`src/rtl/picorv32_mem_arbiter_if.sv`:
```
// Valid/ready word-access port as issued by the PicoRV32 native memory interface.
// The requester drives valid/addr/wdata/wstrb; the arbiter answers with a one-cycle ready pulse and rdata.
interface picorv32_mem_arbiter_if;
  logic        valid;
  logic [31:0] addr;
  logic [31:0] wdata;
  logic [3:0]  wstrb;
  logic        ready;
  logic [31:0] rdata;

  modport master (output valid, addr, wdata, wstrb, input ready, rdata);
  modport slave  (input valid, addr, wdata, wstrb, output ready, rdata);
endinterface

```
`src/rtl/picorv32_mem_arbiter.sv`:
```
// Round-robin arbiter sharing one single-port, one-cycle-latency SRAM between two PicoRV32-style masters.
// Valid sampled in IDLE -> mem_en next cycle -> ready the cycle after; one access per 3 cycles, masters hold valid until ready.
module picorv32_mem_arbiter #(
  parameter int ADDR_W = 14
) (
  input  logic                  clk,
  input  logic                  reset,
  picorv32_mem_arbiter_if.slave m0,
  picorv32_mem_arbiter_if.slave m1,
  output logic                  mem_en,
  output logic [3:0]            mem_we,
  output logic [ADDR_W-1:0]     mem_addr,
  output logic [31:0]           mem_wdata,
  input  logic [31:0]           mem_rdata,
  output logic                  oor_err,
  output logic                  busy
);

  typedef enum logic [1:0] {
    S_IDLE,
    S_ACCESS,
    S_DONE
  } state_t;

  state_t            state;
  logic              last_grant;
  logic              req_grant;
  logic              req_oor;
  logic [ADDR_W-1:0] req_addr;
  logic [31:0]       req_wdata;
  logic [3:0]        req_wstrb;

  logic              sel;
  logic [31:0]       sel_addr;
  logic [31:0]       sel_wdata;
  logic [3:0]        sel_wstrb;
  logic              sel_oor;
  logic [31:0]       done_rdata;
  logic              unused_addr_lsb;

  // On a tie the master not served last wins; a lone requester always wins.
  assign sel       = (m0.valid && m1.valid) ? ~last_grant : m1.valid;
  assign sel_addr  = sel ? m1.addr  : m0.addr;
  assign sel_wdata = sel ? m1.wdata : m0.wdata;
  assign sel_wstrb = sel ? m1.wstrb : m0.wstrb;
  assign sel_oor   = |sel_addr[31:ADDR_W+2];
  assign unused_addr_lsb = ^sel_addr[1:0];

  always_ff @(posedge clk) begin
    if (reset) begin
      state      <= S_IDLE;
      last_grant <= 1'b1;
      req_grant  <= 1'b0;
      req_oor    <= 1'b0;
      req_addr   <= '0;
      req_wdata  <= '0;
      req_wstrb  <= '0;
    end else begin
      case (state)
        S_IDLE: begin
          if (m0.valid || m1.valid) begin
            req_grant <= sel;
            req_addr  <= sel_addr[ADDR_W+1:2];
            req_wdata <= sel_wdata;
            req_wstrb <= sel_wstrb;
            req_oor   <= sel_oor;
            state     <= S_ACCESS;
          end
        end
        S_ACCESS: state <= S_DONE;
        S_DONE: begin
          last_grant <= req_grant;
          state      <= S_IDLE;
        end
        default: state <= S_IDLE;
      endcase
    end
  end

  // Reset gates the SRAM strobe combinationally so an interrupted write never commits.
  assign done_rdata = req_oor ? 32'h0 : mem_rdata;

  always_comb begin
    mem_en    = 1'b0;
    mem_we    = 4'b0000;
    mem_addr  = '0;
    mem_wdata = 32'h0;
    m0.ready  = 1'b0;
    m0.rdata  = 32'h0;
    m1.ready  = 1'b0;
    m1.rdata  = 32'h0;
    oor_err   = 1'b0;
    busy      = (state != S_IDLE);
    case (state)
      S_ACCESS: begin
        mem_en    = !req_oor && !reset;
        mem_we    = (!req_oor && !reset) ? req_wstrb : 4'b0000;
        mem_addr  = req_addr;
        mem_wdata = req_wdata;
      end
      S_DONE: begin
        oor_err = req_oor;
        if (req_grant) begin
          m1.ready = 1'b1;
          m1.rdata = done_rdata;
        end else begin
          m0.ready = 1'b1;
          m0.rdata = done_rdata;
        end
      end
      default: ;
    endcase
  end

endmodule

```
`src/flat_wrapper.sv`:
```
// flat-port wrapper written by rule: the top's interface ports become plain ports
module picorv32_mem_arbiter_flat 
#(
  parameter int ADDR_W = 14
)
  (clk, reset, mem_en, mem_we, mem_addr, mem_wdata, mem_rdata, oor_err, busy, m0_valid, m0_addr, m0_wdata, m0_wstrb, m0_ready, m0_rdata, m1_valid, m1_addr, m1_wdata, m1_wstrb, m1_ready, m1_rdata);
  picorv32_mem_arbiter_if m0_i ();
  picorv32_mem_arbiter_if m1_i ();
  input  logic clk;
  input  logic reset;
  output logic mem_en;
  output logic [3:0] mem_we;
  output logic [ADDR_W-1:0] mem_addr;
  output logic [31:0] mem_wdata;
  input  logic [31:0] mem_rdata;
  output logic oor_err;
  output logic busy;
  input wire logic [$bits(m0_i.valid)-1:0] m0_valid;
  input wire logic [$bits(m0_i.addr)-1:0] m0_addr;
  input wire logic [$bits(m0_i.wdata)-1:0] m0_wdata;
  input wire logic [$bits(m0_i.wstrb)-1:0] m0_wstrb;
  output wire logic [$bits(m0_i.ready)-1:0] m0_ready;
  output wire logic [$bits(m0_i.rdata)-1:0] m0_rdata;
  input wire logic [$bits(m1_i.valid)-1:0] m1_valid;
  input wire logic [$bits(m1_i.addr)-1:0] m1_addr;
  input wire logic [$bits(m1_i.wdata)-1:0] m1_wdata;
  input wire logic [$bits(m1_i.wstrb)-1:0] m1_wstrb;
  output wire logic [$bits(m1_i.ready)-1:0] m1_ready;
  output wire logic [$bits(m1_i.rdata)-1:0] m1_rdata;
  assign m0_i.valid = m0_valid;
  assign m0_i.addr = m0_addr;
  assign m0_i.wdata = m0_wdata;
  assign m0_i.wstrb = m0_wstrb;
  assign m0_ready = m0_i.ready;
  assign m0_rdata = m0_i.rdata;
  assign m1_i.valid = m1_valid;
  assign m1_i.addr = m1_addr;
  assign m1_i.wdata = m1_wdata;
  assign m1_i.wstrb = m1_wstrb;
  assign m1_ready = m1_i.ready;
  assign m1_rdata = m1_i.rdata;
  picorv32_mem_arbiter #(.ADDR_W(ADDR_W)) u_core (.clk(clk), .reset(reset), .m0(m0_i), .m1(m1_i), .mem_en(mem_en), .mem_we(mem_we), .mem_addr(mem_addr), .mem_wdata(mem_wdata), .mem_rdata(mem_rdata), .oor_err(oor_err), .busy(busy));
endmodule
```
`config.mk`:
```
export PLATFORM = sky130hd
export DESIGN_NAME = picorv32_mem_arbiter_flat
export DESIGN_NICKNAME = d
export VERILOG_FILES = /design/src/rtl/picorv32_mem_arbiter_if.sv /design/src/rtl/picorv32_mem_arbiter.sv /design/src/flat_wrapper.sv
export SDC_FILE = /design/constraint.sdc
export NUM_CORES = 1
export LEC_CHECK = 0
export BUFFER_PORTS_ARGS = -buffer_cell sky130_fd_sc_hd__buf_2
export CAP_MARGIN = 20
export CORE_AREA = 2 2 111 113
export DETAILED_ROUTE_END_ITERATION = 8
export DIE_AREA = 0 0 113 115
export HOLD_SLACK_MARGIN = 0.08
export PLACE_DENSITY_LB_ADDON = 0.15
export SYNTH_ARGS = -nofsm -noshare
export SYNTH_HDL_FRONTEND = slang
export SYNTH_SLANG_ARGS = --single-unit
export TNS_END_PERCENT = 100
```
`constraint.sdc`:
```
create_clock -name clk -period 2.7 [get_ports clk]
set_clock_uncertainty 0.15 [all_clocks]
set_input_delay 0 -clock clk [delete_from_list [all_inputs] [get_ports clk]]
set_output_delay 0 -clock clk [all_outputs]
set_load 0.02 [all_outputs]
```
# Word level (Yosys, flattened, before mapping)
# Index checks and enable logic that the tools add are counted.
# word_totals
out_inout_bits,119
ff_bits,55
word_cells,41
# classes
eq_ne,3
mux,21
n_reduce_logical,9
bitwise_logic,1
# ops
op,n
$mux W32,8
$reduce_or A16 Y1,1
$mux W14,1
$mux W4,3
$mux W1,7
$pmux W2 S2,1
$eq A2 B1 Y1 const B,1
$eq A2 B2 Y1 const B,1
$logic_and A1 B1 Y1,2
$logic_not A1 Y1,2
$logic_not A2 Y1,1
$mux W2,1
$ne A2 B1 Y1 const B,1
$reduce_and A2 Y1,1
$reduce_bool A2 Y1,1
$logic_or A1 B1 Y1,1
$not A1 Y1,1

# Longest topological paths before layout
# Gate-level depths: netlist of run 1.
# depth
depth_word,4
ltp_mapped,5
mapped_depth_nobuf,4

# Worst setup path after synthesis of run 1
# No wires, ideal clock.
# synth_path
path_type,register to output
start,reg u_core.state[1]
end,out mem_we[0]
setup_slack_ns,1.130
t_required_ns,2.550
path_stages_with_launch,4
arrival_ns,1.420
n_path_buf,0
path_cell_list,dfxtp_1 nand2b_1 nor3_1 and2_1
# synth_between
elab_chain_cells,2
# synth_rtl
element,line_no,source
from (decl),picorv32_mem_arbiter.sv:25,state_t state;
from (signal assigned),picorv32_mem_arbiter.sv:51,state <= S_IDLE;
from (signal assigned),picorv32_mem_arbiter.sv:67,state <= S_ACCESS;
from (signal assigned),picorv32_mem_arbiter.sv:70,S_ACCESS: state <= S_DONE;
$eq A2 B1 Y1,picorv32_mem_arbiter.sv:94,case (state)
$mux W4,picorv32_mem_arbiter.sv:94,
to (decl),flat_wrapper.sv:12,output logic [3:0] mem_we;
# Every way passes these cells.

# Worst setup path in the final report of run 1
# layout_path
start,reg u_core.state[1]
end,reg u_core.req_grant
# layout_between
elab_chain_cells,2
# layout_rtl
element,line_no,source
$logic_not A2 Y1,picorv32_mem_arbiter.sv:59,case (state)
$reduce_and A2 Y1 (no source line),--,
to (signal assigned),picorv32_mem_arbiter.sv:62,req_grant <= sel;
to (decl),picorv32_mem_arbiter.sv:27,logic req_grant;
# Every way passes these cells.
# A chain may end at the register's enable or synchronous reset.

==> results.yml, run 1 <==
outcome:
  status: "finished, violations left"
  violations: "DRC"
floorplan:
  fp.dieW_um: 113
  start_util_pct: 29.0
  core_area_um2: 11800
  dieHeight_um: 115
  rows: 40
  dieArea_um2: 13000
  io-pin-count: 291
detailed_routing:
  ant_nets: 0
  drtIter0Drc: 172
  wl_met2_um: 7020
  routed_wl_um: 13400
  met1Wirelength_um: 5180
  firstDrtPassIters: 7
  highest_layer: "met4"
  drc_errors: 20
  wl_met3_um: 928
  wire_per_inst_um: 14.1
  via_per_inst: 4.72
  vias: 4491
final_layout:
  final_nets: 976
  drive_gt1_share_pct: 38.4
  n_fill_cell: 1115
  num_antenna_cells: 0
  area_growth_pct: 81.5
  register_area_um2: 1100
  postLayoutCellArea_um2: 6220
  multi_input_area_um2: 2130
flow_run:
  maxCapViolCount: 0
critical_path:
  reg2reg_slack_ns: 0.22
  crit_path_frequent_cell: "dlygate4sd3_1"
  cp.buffers_inverters: 3
  cp_max_fo: 52
  arrival_ns: 2.56
  path_delay_family: "buffers and inverters"
  critPathKind: "reg2reg"
  cpPeakStageDelay_ns: 0.58
  crit_path_cell_trace: "nor2_4 -> buf_6 -> nand3_1 -> dlygate4sd3_1 -> a21oi_1 -> dlygate4sd3_1"
  crit_slowest_cell: "dlygate4sd3_1"
  cp-end-kind: "flip-flop"
  cp.required_ns: 2.78
  critPathLaunchType: "flip-flop"
yosys:
  ys_seq_elements: 55
  syn_area_um2: 3430
  synth_edf_count: 0
  synth-async-reset-ratio_pct: 0
  postSynthCellCount: 433
  yosysMostFrequentCell: "nor2_1"
  synth_area_leaders: "dfxtp_1 32%, mux2i_1 15%, a211oi_1 11%"
  yosys.area.top_type: "dfxtp_1"
  avgSynthCellArea_um2: 7.91
  ys_warn_count: 0
  synthesis.nets: 605
  ys.flop_type: "dfxtp_1"
  synth_top_area_share_pct: 32.1
  synth_cell_type_count: 28
  yosysSeqAreaShare_pct: 32.1
  netlist_top_cells_count: "67 x nor2_1, 55 x dfxtp_1, 52 x a21oi_1"
timing:
  setup-violations-final: 0
  worst-slew-pin-transition_ns: 1.02
  post-route-min-period_ns: 2.48
  max_clock_freq_mhz: 403
  maxSlewViolCount: 0
  fin_tns_setup_ns: 0
  max_slew_margin_pct: 32.2
  min_period_over_period_pct: 91.9
  rsz0062_at_grt: "no"
  finalHoldViolCount: 0
  hold_ws_ns: 0.204
place:
  routabilityCongestion: 0.740
  dp.final_hpwl_um: 8750
  place_area_um2: 4950
  io_buffers: 286
clock_network:
  cts_tree: "built"
  clk_pin_slew_ns: 0.07
  post_cts_buffers: 0
  cts_buffers: 5
  ctsRootBufferMaster: "clkbuf_16"
  clock_path_buffers: 2
  htree_levels: 2
  clk_latency_ns: 0.29
  cts_sinks: 55
grt:
  gr-total-overflow: 0
  antenna_found_initial: 0
  track_usage_pct: 19.2
  grt_pass1_wl_um: 20600
  grt_max_degree: 53
  grt_pass1_vias: 4381
pwr:
  leakage_nw: 3.12
  power.total_mw: 2.50
  peakVddDrop_v: 0.000257
  powerDensity_nw_per_um2: 401
worst_hold_path:
  holdCritPathClass: "in2out"
what timing repair did:
item	in CTS	in global routing
endpoints found under the setup margin	0	1
resized for setup	0	1
hold endpoints to repair	54	0
hold buffers	112	0
area by class of cell:
type	instances	share of cell area, %
timing repair buffer	407	42.6
multi-input combinational	332	34.2
sequential	55	17.7
tap	147	2.96
clock buffer	6	2.23
inverter	3	0.181
clock inverter	1	0.141
cells by family after synthesis:
family | share of synthesized area (%)
and+or+nand+nor | 27.3
AOI/OAI and AO/OA | 19.5
DFF | 32.1
muxes | 14.6
buffers and inverters | 6.46
where the power goes:
group,switching [mW],total [mW],internal [mW]
Combinational,0.423,0.871,0.448
Sequential,0.0450,0.950,0.905
Clock,0.306,0.675,0.369
per-stage QoR:
step / setup slack [ns] / instances / utilization (%)
2_1_floorplan: 1.13 / 433 / -
3_3_place_gp: 1.03 / 832 / 41.9
3_5_place_dp: 0.966 / 832 / 41.9
4_1_cts: 0.104 / 951 / 52.6
5_1_grt: 0.0686 / 951 / 52.6
6_report: 0.220 / 951 / 52.6
cell usage in the layout, fill, tap and decap left out, types with 2 or more instances in the layout:
master	n
buf_4	6
a211oi_1	50
nand2_1	3
nor2_4	2
nor2_1	66
o21ai_0	2
nand2b_1	35
mux2i_1	50
nor4_1	8
inv_1	2
buf_12	2
nor2b_1	2
and2_1	51
and4_1	2
clkbuf_16	5
buf_2	286
dlygate4sd3_1	112
a21oi_1	52
dfxtp_1	55
nor3_1	2
worst paths after layout:
kind,end,from,cells after the start
worst max-delay path,u_core.req_grant,u_core.state[1],6
worst min register to register,u_core.req_addr[11],u_core.req_addr[11],2
worst max register to register,u_core.req_grant,u_core.state[1],6
worst min-delay path,m1_rdata[14],mem_rdata[14],4
sequential cells by signal (all words and copies together) (netlist names):
register,count
u_core.req_wdata,32
u_core.req_grant,1
u_core.req_wstrb,4
u_core.state,2
u_core.req_oor,1
u_core.last_grant,1
u_core.req_addr,14
layer usage:
layer	track usage, %	up-vias
met3	4.16	23
met5	0	-
li1	-	2243
met4	6.10	0
met1	20.8	2034
met2	37.2	191
worst min-delay path, cell delays in order:
cell      delay, ns
buf_2          0.09
nand2b_1       0.07
nor2_1         0.04
buf_2          0.15
(Power assumes the default switching activity.)
==> run 2, diff against run 1 <==
Settings changed: CORE_AREA 2 2 111 113 to 2 2 112 114, CTS_CLUSTER_SIZE set to 28, DIE_AREA 0 0 113 115 to 0 0 114 116.
Clock period 2.7 ns to 2.2 ns, I/O delays scaled along.
==> run 2 against run 1 <==
The flow now finishes without violations. Global-route usage rose by 0.43 points. Final cell count up 1.2%. Routed wire length increased by 5.3%. Count of clock-buffer cells in the layout decreased by 1. Total power grew 22%. Critical path depth is 1 higher. Critical path type is now in2reg. Largest cell class unchanged. Highest routed layer unchanged.
==> results.yml, run 2 (synthesis results as in run 1) <==
outcome:
  status: "complete, no violations"
grt:
  grt_pass1_wl_um: 21300
  grt_max_degree: 51
  antenna_found_initial: 0
  grt_pass1_vias: 4471
  gr-total-overflow: 0
  track_usage_pct: 19.7
worst_hold_path:
  holdCritPathClass: "in2out"
floorplan:
  start_util_pct: 28.8
  dieHeight_um: 116
  io-pin-count: 291
  fp.dieW_um: 114
  dieArea_um2: 13200
  rows: 40
  core_area_um2: 11900
critical_path:
  cpPeakStageDelay_ns: 0.58
  path_delay_family: "buffers and inverters"
  critPathKind: "in2reg"
  crit_path_frequent_cell: "dlygate4sd3_1"
  cp_max_fo: 24
  crit_slowest_cell: "dlygate4sd3_1"
  cp.buffers_inverters: 4
  critPathLaunchType: "input pin"
  crit_path_cell_trace: "dlygate4sd3_1 -> buf_2 -> a21boi_4 -> buf_12 -> mux2i_1 -> dlygate4sd3_1 -> a211oi_1"
  arrival_ns: 2.15
  cp-end-kind: "flip-flop"
  cp.required_ns: 2.25
detailed_routing:
  ant_nets: 0
  vias: 4554
  via_per_inst: 4.73
  firstDrtPassIters: 4
  drc_errors: 0
  wire_per_inst_um: 14.7
  drtIter0Drc: 192
  routed_wl_um: 14100
timing:
  min_period_over_period_pct: 95.4
  maxSlewViolCount: 0
  fin_tns_setup_ns: 0
  finalHoldViolCount: 0
  max_clock_freq_mhz: 476
  post-route-min-period_ns: 2.10
  setup-violations-final: 0
  fin_ws_ns: 0.101
  worst-slew-pin-transition_ns: 1.03
  max_slew_margin_pct: 31.0
  rsz0062_at_grt: "no"
pwr:
  peakVddDrop_v: 0.000345
  powerDensity_nw_per_um2: 483
  leakage_nw: 3.17
final_layout:
  drive_gt1_share_pct: 38.3
  area_growth_pct: 84.0
  largest_register_ffs: 32
  final_common_cell: "buf_2"
  reg_top3: "u_core.req_wdata x32, u_core.req_addr x14, u_core.req_wstrb x4"
  final_nets: 986
  postLayoutCellArea_um2: 6310
  num_antenna_cells: 0
  top_register: "u_core.req_wdata"
  final_cells: 962
  multi_input_area_um2: 2130
  register_area_um2: 1100
  n_fill_cell: 1126
  layout_common_cells: "286 x buf_2, 120 x dlygate4sd3_1, 66 x nor2_1"
clock_network:
  cts_sinks: 55
  cts_buffers: 5
  clk_latency_ns: 0.28
  htree_levels: 2
  clock_path_buffers: 2
  cts_tree: "built"
  clk_pin_slew_ns: 0.07
  ctsRootBufferMaster: "clkbuf_16"
flow_run:
  maxCapViolCount: 0
place:
  pre_cts_slack_ns: 0.538
  io_buffers: 286
  place_area_um2: 4960
  dp_cells: 834
  dp.final_hpwl_um: 9230
  routabilityCongestion: 0.686
-- run 2: changes by cell type in the layout (fill, tap and decap cells not counted), sizes merged --
cell         before  now
buf             295  297
clkinv            0    2
dlygate4sd3     112  120
clkbuf            6    5
-- run 2: layout make-up --
class	count	area share (%)
Timing Repair Buffer	417	43.5
Multi-Input combinational cell	332	33.7
Sequential cell	55	17.5
Tap cell	147	2.92
Clock buffer	5	1.98
Clock inverter	3	0.298
Inverter	3	0.179
-- run 2: report_power, final --
group	total (mW)	switching, mW	internal [mW]	leakage [nW]
registers	1.17	0.0551	1.11	0.457
clock network	0.799	0.375	0.423	0.0740
logic	1.08	0.528	0.556	2.64
-- run 2: what timing repair did --
action | CTS | global route
resized for setup | 0 | 0
hold buffers | 120 | 0
hold endpoints to repair | 54 | 0
buffers inserted | 0 | 0
-- run 2: path summary, 6_finish.rpt --
kind,startpoint,endpoint,slack (ns),cells past startpoint
worst max-delay path,m1_valid,u_core.req_wdata[0],0.10,7
worst min-delay path,mem_rdata[12],m1_rdata[12],0.21,4
worst max register to register,u_core.last_grant,u_core.req_wdata[0],0.20,5
worst min register to register,u_core.req_grant,u_core.req_grant,0.36,2
-- run 2: per-stage QoR --
step / total power, mW / hold slack [ns] / utilization [%]
CTS: 3.08 / 0.207 / 52.9
global route: 3.23 / 0.217 / 52.9
detailed placement: 2.07 / 0.159 / 41.6
finish: 3.05 / 0.207 / 52.9
global placement: 2.05 / 0.157 / 41.6
floorplan: 1.73 / -0.0485 / -
-- run 2: layer usage --
layer / vias up / GRT usage (%) / share of wire (%) / wire [µm]
li1: 2274 / - / - / -
met1: 2081 / 22.1 / 40 / 5630
met2: 179 / 37.4 / 51 / 7230
met3: 20 / 4.24 / 6.9 / 968
met4: 0 / 5.53 / 2.0 / 275
met5: - / 0 / 0 / 0
-- run 2: worst register-to-register path, cell delays in order, from the launching register on --
cell           delay, ns
dfxtp_1             0.36
a21boi_4            0.21
buf_12              0.23
mux2i_1             0.12
dlygate4sd3_1       0.58
a211oi_1            0.26
==> run 3, diff against run 2 <==
Settings changed: ABC_AREA set to 1, CORE_AREA 2 2 112 114 to 2 2 113 115, DIE_AREA 0 0 114 116 to 0 0 115 117, SETUP_SLACK_MARGIN set to 0.3, SKIP_LAST_GASP set to 1.
==> run 3 against run 2 <==
Maximum frequency grew 18%. Global-route usage grew 2.1 points. Non-clock buffer count rose by 9. Critical path type unchanged. Critical endpoint is now u_core.req_oor. Highest routed layer unchanged.
==> results.yml, run 3 <==
critical_path:
  arrival_ns: 1.81
  reg2reg_depth: 5
  cp.required_ns: 2.22
  cp_max_fo: 1
  critPathKind: "in2reg"
  reg2reg_slack_ns: 0.67
  worstReg2RegStart: "u_core.last_grant"
  cp-end-kind: "flip-flop"
  r2r-end: "u_core.req_wdata[25]"
  critPathLaunchType: "input pin"
yosys:
  ys_seq_elements: 55
  yosysMostFrequentCell: "nand2_1"
  synth_top_family_by_area: "simple AND/OR/NAND/NOR gates"
  ys_warn_count: 0
  synth_edf_count: 0
  synthMuxAreaShare_pct: 0
  yosysSeqAreaShare_pct: 34.0
  synth_top_area_share_pct: 34.0
  netlist_top_cells_count: "150 x nand2_1, 141 x nor2_1, 55 x dfxtp_1"
  synth_cell_type_count: 17
  syn_area_um2: 3240
  synthesis.nets: 727
  postSynthCellCount: 555
  yosys.area.top_type: "dfxtp_1"
  yosys.area_share.simple_pct: 35.3
  synth_fa_ha_area_share_pct: 0
  synth-xor-area-share_pct: 0
  synth_compound_area_share_pct: 18.0
  ys.flop_type: "dfxtp_1"
  synth_area_leaders: "dfxtp_1 34%, nand2_1 17%, nor2_1 16%"
  synth-async-reset-ratio_pct: 0
  avgSynthCellArea_um2: 5.83
final_layout:
  top_register: "u_core.req_wdata"
  reg_top3: "u_core.req_wdata x32, u_core.req_addr x14, u_core.req_wstrb x4"
  drive_gt1_share_pct: 33.2
  final_cells: 1106
  area_growth_pct: 92.3
  layout_common_cells: "286 x buf_2, 150 x nand2_1, 141 x nor2_1"
  multi_input_area_um2: 1720
  n_fill_cell: 1230
  final_common_cell: "buf_2"
  final_nets: 1120
  register_area_um2: 1100
  largest_register_ffs: 32
timing:
  fin_ws_ns: 0.417
  hold_ws_ns: 0.0796
  maxSlewViolCount: 0
  min_period_over_period_pct: 81.1
  rsz0062_at_grt: "no"
  max_clock_freq_mhz: 561
  max_slew_margin_pct: 62.4
  setup-violations-final: 0
  fin_tns_setup_ns: 0
  finalHoldViolCount: 0
  worst-slew-pin-transition_ns: 0.564
  post-route-min-period_ns: 1.78
place:
  routabilityCongestion: 0.786
  io_buffers: 286
  dp_cells: 960
  pre_cts_slack_ns: 0.663
  dp.final_hpwl_um: 9690
floorplan:
  start_util_pct: 26.3
  dieArea_um2: 13500
  core_area_um2: 12300
  dieHeight_um: 117
  fp.dieW_um: 115
  io-pin-count: 291
  rows: 41
pwr:
  power.total_mw: 2.93
  leakage_nw: 3.31
  powerDensity_nw_per_um2: 471
  peakVddDrop_v: 0.000333
grt:
  grt_max_degree: 71
  track_usage_pct: 21.7
  antenna_found_initial: 7
  grt_pass1_vias: 4968
  grt_pass1_wl_um: 23200
  gr-total-overflow: 0
detailed_routing:
  ant_nets: 0
  wire_per_inst_um: 13.8
  drtIter0Drc: 205
  drc_errors: 0
  routed_wl_um: 15300
  via_per_inst: 4.58
  vias: 5061
  firstDrtPassIters: 4
worst_hold_path:
  holdCritPathClass: "in2reg"
  min_from: "m1_addr[30]"
  hold_depth: 7
  min_to: "u_core.req_oor"
flow_run:
  maxCapViolCount: 0
outcome:
  status: "complete, no violations"
clock_network:
  htree_levels: 2
  clk_latency_ns: 0.29
  clock_path_buffers: 2
  cts_sinks: 55
  cts_tree: "built"
  clk_pin_slew_ns: 0.07
  ctsRootBufferMaster: "clkbuf_16"
  cts_buffers: 5
[run 3: changes by cell type after synthesis, moves of 14 or more]
| cell | before | now |
|---|---|---|
| a21oi_1 | 52 | 3 |
| nand2b_1 | 35 | 0 |
| clkbuf_1 | 30 | 16 |
| and2_1 | 51 | 0 |
| mux2i_1 | 50 | 0 |
| inv_1 | 2 | 51 |
| o21ai_0 | 2 | 41 |
| a31oi_1 | 0 | 50 |
| nand2_1 | 3 | 150 |
| nor2_1 | 67 | 141 |
| a211oi_1 | 50 | 0 |
| buf_2 | 5 | 22 |
[run 3: repair_timing]
action	4_1_cts	5_1_grt
resized for setup	0	3
hold buffers	131	0
endpoints found under the setup margin	0	22
endpoints found under the hold margin	55	0
setup buffers	0	0
[run 3: final cells by class]
type | count | share of cell area, %
multi-input combinational | 402 | 27.7
antenna | 7 | 0.282
inverter | 58 | 3.54
sequential | 55 | 17.7
clock inverter | 3 | 0.322
tap | 150 | 3.02
timing repair buffer | 426 | 45.4
clock buffer | 5 | 2.01
[run 3: critical path, cell delays in order]
cell and delay (ns):
dlygate4sd3_1 0.53, buf_2 0.15, nor2_1 0.10, dlygate4sd3_1 0.57
nand2_1 0.07, nor2_1 0.14, nand3b_1 0.09, nand2_1 0.08
a21oi_1 0.06
[run 3: metal layers]
layer  wire length (µm)  GRT usage, %
met5                  0             0
met4                513          13.1
met3               1190          6.64
met2               8030          40.2
met1               5540          21.4
[run 3: per-stage QoR]
step / area (µm²) / utilization [%]
floorplan: 3240 / -
global placement: 4740 / 38.5
detailed placement: 4740 / 38.5
CTS: 6200 / 50.3
global route: 6220 / 50.5
finish: 6220 / 50.5
[run 3: cell families after synthesis]
kind of cell,count (synthesis)
DFF,55
AOI/OAI and AO/OA,104
and+or+nand+nor,298
buffers and inverters,98
[run 3: how the worst max path moves through the flow]
stage,from,endpoint,slack [ns],cells past startpoint
after floorplan,u_core.state[1],m1_rdata[22],0.74,7
after global placement,u_core.state[0],mem_wdata[17],0.70,6
after detailed placement,u_core.state[0],mem_addr[12],0.66,6
after CTS,u_core.state[0],mem_addr[12],0.34,6
after global routing,m0_addr[17],u_core.req_oor,0.32,9
final,m0_addr[17],u_core.req_oor,0.42,9
[run 3: report_power, final]
part | switching [mW] | internal (mW)
registers | 0.0525 | 1.11
logic | 0.524 | 0.449
clock network | 0.374 | 0.421
